### src/rtl/packet_demux.sv
// Header-framed stream demultiplexer feeding per-channel item FIFOs.
// Define PACKET_DEMUX_ERROR_COUNT_EN to enable the saturating error counter.
module packet_demux #(
    parameter int CHANNEL_COUNT        = 4,
    parameter int WORD_SIZE            = 8,
    parameter int CHANNEL_WORDS        = 2,
    parameter int SEGMENT_SIZE         = 4,
    parameter int FIFO_DEPTH           = 4,
    parameter int HEADER_COUNT_SHIFT   = 0,
    parameter int HEADER_CHANNEL_SHIFT = 4,
    parameter int HEADER_END_SHIFT     = 6,
    parameter int HEADER_MARK_BIT      = 7
) (
    input  logic                                        clk,
    input  logic                                        rst,
    input  logic                                        in_valid,
    output logic                                        in_ready,
    input  logic [WORD_SIZE-1:0]                        in_data,
    output logic [CHANNEL_COUNT-1:0]                    out_nempty,
    input  logic [CHANNEL_COUNT-1:0]                    out_pop,
    output logic [CHANNEL_COUNT*CHANNEL_WORDS*WORD_SIZE-1:0] out_data,
    output logic [CHANNEL_COUNT-1:0]                    out_end,
    output logic [15:0]                                 err_count
);
    localparam int ITEM_W = CHANNEL_WORDS * WORD_SIZE;
    localparam int CNT_W  = $clog2(SEGMENT_SIZE) + 1;
    localparam int CHF_W  = HEADER_END_SHIFT - HEADER_CHANNEL_SHIFT;
    localparam int CH_W   = CHANNEL_COUNT > 1 ? $clog2(CHANNEL_COUNT) : 1;
    localparam int IDX_W  = CHANNEL_WORDS > 1 ? $clog2(CHANNEL_WORDS) : 1;
    localparam int PTR_W  = FIFO_DEPTH > 1 ? $clog2(FIFO_DEPTH) : 1;
    localparam int OCC_W  = $clog2(FIFO_DEPTH) + 1;

    typedef enum logic {HEADER, PAYLOAD} state_t;

    state_t               state, state_d;
    logic [IDX_W-1:0]     word_index;
    logic [CH_W-1:0]      chan;
    logic [CNT_W-1:0]     remaining;
    logic                 end_flag;
    logic [ITEM_W-1:0]    assembly, assembly_next;
    logic [CHANNEL_COUNT-1:0] full;

    logic                 hdr_mark, hdr_end, hdr_ok;
    logic [CNT_W-1:0]     hdr_cnt;
    logic [CHF_W-1:0]     hdr_ch;
    logic [(1<<CHF_W)-1:0] ch_mask;
    logic                 accept, last_word, item_end;
    logic                 hdr_take, hdr_err, item_wr;
    logic                 unused_bits;

    assign hdr_mark = in_data[HEADER_MARK_BIT];
    assign hdr_end  = in_data[HEADER_END_SHIFT];
    assign hdr_cnt  = in_data[HEADER_COUNT_SHIFT +: CNT_W];
    assign hdr_ch   = in_data[HEADER_CHANNEL_SHIFT +: CHF_W];

    // Channel legality as a lookup so non-power-of-two counts work.
    for (genvar c = 0; c < (1 << CHF_W); c++) begin : g_mask
        assign ch_mask[c] = (c < CHANNEL_COUNT);
    end

    assign hdr_ok = hdr_mark && (hdr_cnt != '0)
                 && (hdr_cnt <= CNT_W'(SEGMENT_SIZE))
                 && ch_mask[hdr_ch];

    assign last_word = (word_index == IDX_W'(CHANNEL_WORDS - 1));
    assign item_end  = end_flag && (remaining == CNT_W'(1));
    assign in_ready  = !((state == PAYLOAD) && last_word && full[chan]);
    assign accept    = in_valid && in_ready;
    assign assembly_next = ITEM_W'({assembly, in_data});

    always_ff @(posedge clk) begin
        if (rst) state <= HEADER;
        else     state <= state_d;
    end

    always_comb begin
        state_d  = state;
        hdr_take = 1'b0;
        hdr_err  = 1'b0;
        item_wr  = 1'b0;
        unique case (state)
            HEADER: begin
                if (accept) begin
                    if (hdr_ok) begin
                        hdr_take = 1'b1;
                        state_d  = PAYLOAD;
                    end else begin
                        hdr_err = 1'b1;
                    end
                end
            end
            PAYLOAD: begin
                if (accept && last_word) begin
                    item_wr = 1'b1;
                    if (remaining == CNT_W'(1)) state_d = HEADER;
                end
            end
            default: state_d = HEADER;
        endcase
    end

    always_ff @(posedge clk) begin
        if (rst) begin
            word_index <= '0;
            chan       <= '0;
            remaining  <= '0;
            end_flag   <= 1'b0;
            assembly   <= '0;
        end else if (hdr_take) begin
            chan       <= CH_W'(hdr_ch);
            remaining  <= hdr_cnt;
            end_flag   <= hdr_end;
            word_index <= '0;
        end else if (state == PAYLOAD && accept) begin
            assembly <= assembly_next;
            if (last_word) begin
                word_index <= '0;
                remaining  <= remaining - CNT_W'(1);
            end else begin
                word_index <= word_index + IDX_W'(1);
            end
        end
    end

    for (genvar g = 0; g < CHANNEL_COUNT; g++) begin : g_fifo
        logic [ITEM_W:0]    mem [FIFO_DEPTH];
        logic [PTR_W-1:0]   wp, rp;
        logic [OCC_W-1:0]   occ;
        logic               wr, pop;

        assign wr  = item_wr && (chan == CH_W'(g));
        assign pop = out_pop[g] && (occ != '0);

        always_ff @(posedge clk) begin
            if (rst) begin
                wp  <= '0;
                rp  <= '0;
                occ <= '0;
            end else begin
                if (wr)  wp <= wp + PTR_W'(1);
                if (pop) rp <= rp + PTR_W'(1);
                unique case ({wr, pop})
                    2'b10:   occ <= occ + OCC_W'(1);
                    2'b01:   occ <= occ - OCC_W'(1);
                    default: occ <= occ;
                endcase
            end
        end

        always_ff @(posedge clk) begin
            if (wr) mem[wp] <= {item_end, assembly_next};
        end

        assign full[g]       = (occ == OCC_W'(FIFO_DEPTH));
        assign out_nempty[g] = (occ != '0);
        assign out_data[g*ITEM_W +: ITEM_W] =
            out_nempty[g] ? mem[rp][ITEM_W-1:0] : '0;
        assign out_end[g] = out_nempty[g] & mem[rp][ITEM_W];
    end

`ifdef PACKET_DEMUX_ERROR_COUNT_EN
    logic [15:0] err_q;
    always_ff @(posedge clk) begin
        if (rst)
            err_q <= '0;
        else if (hdr_err && err_q != 16'hFFFF)
            err_q <= err_q + 16'd1;
    end
    assign err_count = err_q;
`else
    assign err_count = '0;
`endif

    // Header bits outside the decoded fields are intentionally ignored.
    assign unused_bits = ^{in_data, hdr_err};
endmodule

### config.mk
export PLATFORM = sky130hd
export DESIGN_NAME = packet_demux
export DESIGN_NICKNAME = d
export VERILOG_FILES = /design/src/rtl/packet_demux.sv
export SDC_FILE = /design/constraint.sdc
export NUM_CORES = 1
export LEC_CHECK = 0
export CAP_MARGIN = 15
export CELL_PAD_IN_SITES_DETAIL_PLACEMENT = 0
export CELL_PAD_IN_SITES_GLOBAL_PLACEMENT = 1
export CORE_ASPECT_RATIO = 1.25
export CORE_UTILIZATION = 45
export CTS_CLUSTER_SIZE = 8
export DETAILED_ROUTE_END_ITERATION = 10
export PLACE_DENSITY_LB_ADDON = 0.05
export SYNTH_ARGS = -nofsm -noshare
export SYNTH_HDL_FRONTEND = slang
export SYNTH_SLANG_ARGS = --single-unit
### constraint.sdc
create_clock -name clk -period 1.9 [get_ports clk]
set_input_delay 0.38 -clock clk [delete_from_list [all_inputs] [get_ports clk]]
set_output_delay 0.38 -clock clk [all_outputs]
set_load 0.02 [all_outputs]
After elaboration in Yosys (flattened, before gate mapping):

Memories as Yosys holds them, arrays and structs flattened. A register that Yosys moved wholly into a read port is not among the register bits.
Cells that the tools add are included.

* register bits after elaboration: 44
* latch bits: 0
* RAM bits: 272
* memory bits (read-only): 0
* input bits: 15
* output and inout bits: 89
* logic and storage cells: 138
* memories: 4

* add/sub/neg operators: 18
* multipliers: 0
* divide/modulo/power cells: 0
* order comparisons: 3
* equal/unequal tests: 16
* shift operators: 0
* mux-type cells: 40
* bitwise gates (word level): 6
* reductions and logical operators: 33

Memories
* g_fifo[0].mem: depth 4, width 17, read ports 1, clocked after Yosys merged registers in 1, write ports 1, line 126 `logic [ITEM_W:0] mem [FIFO_DEPTH];`
* g_fifo[1].mem: depth 4, width 17, read ports 1, clocked after Yosys merged registers in 1, write ports 1, line 126
* g_fifo[2].mem: depth 4, width 17, read ports 1, clocked after Yosys merged registers in 1, write ports 1, line 126
* g_fifo[3].mem: depth 4, width 17, read ports 1, clocked after Yosys merged registers in 1, write ports 1, line 126

Operator list (number)
* $mux 16: 4
* $pmux 3 s2: 4
* $mux 1: 18
* $logic_and 1x1->1: 17
* $add 2x1->2 const B: 8
* $mux 2: 8
* $reduce_bool 3->1: 5
* $sub 3x1->3 const B: 5
* $add 3x1->3 const B: 4
* $eq 2x2->1 const B: 6
* $eq 3x3->1 const B: 4
* $reduce_bool 2->1: 6
* $eq 2x1->1 const B: 5
* $mux 3: 3
* $lt 2x3->1 const B: 2
* $and 1x1->1: 4
* $bmux 1 s2: 2
* $reduce_and 2->1: 2
* $eq 3x1->1 const B: 1
* $le 3x3->1 const B: 1
* $logic_not 2->1: 1
* $not 1->1: 2
* $pmux 1 s2: 1
* $reduce_or 2->1: 1
* 2 further kinds: 2

Logic depth before layout (Yosys ltp):

* word-level depth: 12
* gate-level depth with buffers: 10
* mapped depth without buffers: 9

Worst setup path before layout:

OpenSTA, ideal clock, no wires.

* path kind: register to register
* start point: reg g_fifo[2].occ[0]
* end point: reg g_fifo[2].occ[2]
* library setup time: 0.071 ns
* data arrival time: 2.060 ns
* required time: 1.829 ns
* setup slack: -0.231 ns
* stages on the path, launching flop included: 10
* buffers on the path: 1
* period minus slack after synthesis: 2.131 ns
* path through: dfxtp_1 -> or3_1 -> clkbuf_1 -> and2_1 -> ha_1 -> inv_1 -> fa_1 -> xor2_1 -> or3_1 -> a21oi_1

* elaborated cells between the ends (all ways): 18
* those cells by class: add/sub (2); eq/ne (3); mux (5); reduce/logical (8)

RTL lines
* start: declaration: line 128 `logic [OCC_W-1:0] occ;`
* start signal: assignment: line 143 `2'b10: occ <= occ + OCC_W'(1);`
* start signal: assignment: line 144 `2'b01: occ <= occ - OCC_W'(1);`
* $reduce_bool 3->1 *: line 132 `assign pop = out_pop[g] && (occ != '0);`
* $logic_and 1x1->1 *: line 132
* via g_fifo[2].pop: line 129 `logic wr, pop;`
* $eq 2x1->1 / $eq 2x2->1 (equally long branches): line 142 `unique case ({wr, pop})`
* $pmux 3 s2 / $reduce_bool 2->1 (equally long branches)

The timed path passes the listed nets; every way through them passes the cells marked *. The select of a mux whose other input is x is not followed.
A chain may end at the register's enable or synchronous reset.

==> impl_results.md <==
* Outcome: complete, but fails checks
* Failing checks: setup timing
* DRC at 0
* Fin crit share at 119%
* Die height at 192 µm
* Largest net degree at the start of global routing at 28
* GPL Wtd Cong at 0.822
* Routed Antenna Nets at 0
* Number of flops mapped to enable cells by yosys at 272
* Post-DP HPWL at 17,100 µm
* Req. time, crit path at 1.52 ns
* Total count of hold-check failures in the final report at 0
* Fin util at 61.1%
* Synth cell types at 51
* Hold Path Class: input port to flip-flop
* Ports at 104
* Cell Chain, Critical Path: buf_12, mux4_2, and2_4, buf_6
* Mapped Cells at 731
* Peak supply drop at 0.799 mV
* Crit start category: flip-flop
* Core region area at 28,500 µm²
* Final hold slack at 0.352 ns
* Row cnt at 69
* Crit Path Class: flip-flop to primary output
* Slew HR at 46.2%
* Hold buffers post-CTS at 0
* Syn_area_per_cell at 17.9 µm²
* Initial antenna violation count at 0
* P per Cell Area at 889 nW/µm²
* CTS Buf Count at 46
* Gr usage total at 20.1%
* Area grow syn2layout at 33.4%
* Commonest non-fill, non-tap cells in the layout: 272 x edfxtp_1, 78 x buf_6, 73 x and2_4
* Critical Path Max Stage Delay at 0.55 ns
* Slew @ Worst Pin at 0.805 ns
* Global-route wire length before repair at 43,900 µm
* Path length in cells of the critical path at 4
* Flop-to-flop setup slack at -0.34 ns
* Clk slew on worst S/H paths at 0.05 ns
* TritonCTS clock tree: yes
* Max-cap violations at 0
* Layout cell share with drive strength beyond 1 at 45.2%
* Final setup vio count at 81
* Final worst slack at -0.363 ns
* Clock sink count at 324
* Post-synth top flop: edfxtp_1
* Clock Tree Root: clkbuf_16
* Critical Path AT at 1.88 ns
* Synthesis Warnings at 0
* Routed wire length per instance at 21.7 µm
* Worst-Skew Late Latency at 0.53 ns
* Max Clk Rate at 0.442 GHz
* CTS H-tree depth at 2
* Tmin final at 2.26 ns
* DIE AREA at 29,700 µm²
* Nets@finish at 991
* Detailed Route WL at 29,100 µm
* Worst Path Max Fanout at 5
* CP max stage cell: mux4_2
* Asr flop ratio synth at 0%
* Antenna diodes at 0
* Sequential area share after synthesis at 70.5%
* Mapped cell area at 13,100 µm²
* Vias per cell at 5.26
* Starting Density at 45.8%
* Vias in the first global route at 7,661
* CP bufs+invs at 2
* #FFs+latches synth at 324
* Top Family by Delay on Critical Path: multiplexers
* Final slew viol count at 0
* Max Root-Sink Buffers at 3
* Routed vias at 7,058
* RSZ-0062 raised after global routing: true
* Drt first pass iters at 4
* Commonest non-fill, non-tap cell in the layout: edfxtp_1
* Worst hold path stage count at 2
* Reg2reg path depth at 11
* Static Leak at 0.00631 µW
* Fin Clk Skew at 0.0122 ns
* Die X at 154 µm
* 1st-iter DRT viols at 418
* PortBufs at 87
* CP endpoint kind: primary output
* Grt ovf at 0
kinds of logic (layout without fill, tap and decap cells):
| group | after synthesis | count (layout) | share of synthesized area, % |
|---|---|---|---|
| AO/OA/AOI/OAI | 28 | 28 | 1.40 |
| adder cells (fa/ha/maj) | 26 | 26 | 2.72 |
| XOR/XNOR | 20 | 20 | 1.34 |
| buffers and inverters | 77 | 318 | 2.88 |
| multiplexers | 84 | 84 | 13.0 |
| flip-flops | 324 | 324 | 70.5 |
| other | 1 | 16 | 0.0287 |
| AND/OR/NAND/NOR | 171 | 171 | 8.14 |
synthesized netlist by cell type (2+ instances only):
master,instances,area (µm²)
buf_1,2,7.51
nand2_1,4,15.0
and3b_1,2,17.5
a21oi_1,11,55.1
edfxtp_1,272,8170
nor4b_4,3,71.3
nand2b_1,2,12.5
ha_1,22,275
buf_4,16,120
o21ai_0,6,30.0
or3_1,9,56.3
inv_1,29,109
mux4_2,68,1530
clkbuf_1,19,71.3
and2_1,88,551
buf_6,2,22.5
xor2_1,12,105
xnor2_1,8,70.1
buf_2,8,40.0
nand3_2,2,20.0
fa_1,4,80.1
nor2_1,45,169
dfxtp_1,52,1040
and4bb_1,2,25.0
mux2i_1,16,160
nand4_1,2,12.5
flip-flops by register name (all words and copies together) (netlist names), named ones only:
register	flops
g_fifo.mem	272
g_fifo.occ	12
assembly	8
g_fifo.rp	8
g_fifo.wp	8
remaining	3
chan	2
end_flag	1
last_word	1
state	1
area by class of cell:
class	instances	area (µm²)
multi-input cells	345	3860
clock buffers	82	1310
repair buffers	204	2410
fillers	2120	11100
clock inverters	3	37.5
inverters	29	109
well taps	355	444
flip-flops and latches	324	9240
layer usage:
layer  GRT usage, %  routed length, µm  vias up
met2           35.8              15400      177
li1               -                  -     3180
met4           6.09                646        0
met5              0                  0        -
met3           3.08               1370       54
met1           25.3              11600     3647
power breakdown:
group	total (µW)	switching [µW]	leakage [µW]	internal [µW]
registers	7720	38.6	0.00315	7680
logic	292	181	0.00252	112
clock network	7470	2860	0.000638	4620
total	15500	3080	0.00631	12400
what timing repair did:
item / CTS / global route
setup endpoints to repair: 89 / 159
gates resized for setup: 547 / 33
pin swaps: 77 / 16
setup buffers: 15 / 9
cloned: 8 / 6
final timing paths:
kind / startpoint / endpoint
max: flip-flop / out_data[50]
min: rst / g_fifo[3].occ[0]$_SDFFE_PP0P_
max reg2reg: chan[0]$_SDFFE_PP0P_ / g_fifo[0].occ[2]$_SDFFE_PP0P_
min reg2reg: remaining[1]$_SDFFE_PP0P_ / remaining[1]$_SDFFE_PP0P_
stage by stage:
step | setup slack, ns | power, µW | TNS [ns] | cells | cell area [µm²]
2_1_floorplan | -0.183 | 7980 | -0.929 | 746 | 13200
3_3_place_gp | -0.558 | 8130 | -111.69 | 1227 | 15200
3_5_place_dp | -0.646 | 8140 | -120.93 | 1227 | 15200
4_1_cts | -0.451 | 15600 | -29.47 | 1335 | 17300
5_1_grt | -0.412 | 16000 | -28.70 | 1342 | 17400
6_report | -0.363 | 15500 | -23.63 | 1342 | 17400
Note: power is estimated with default switching activity, not from simulation.
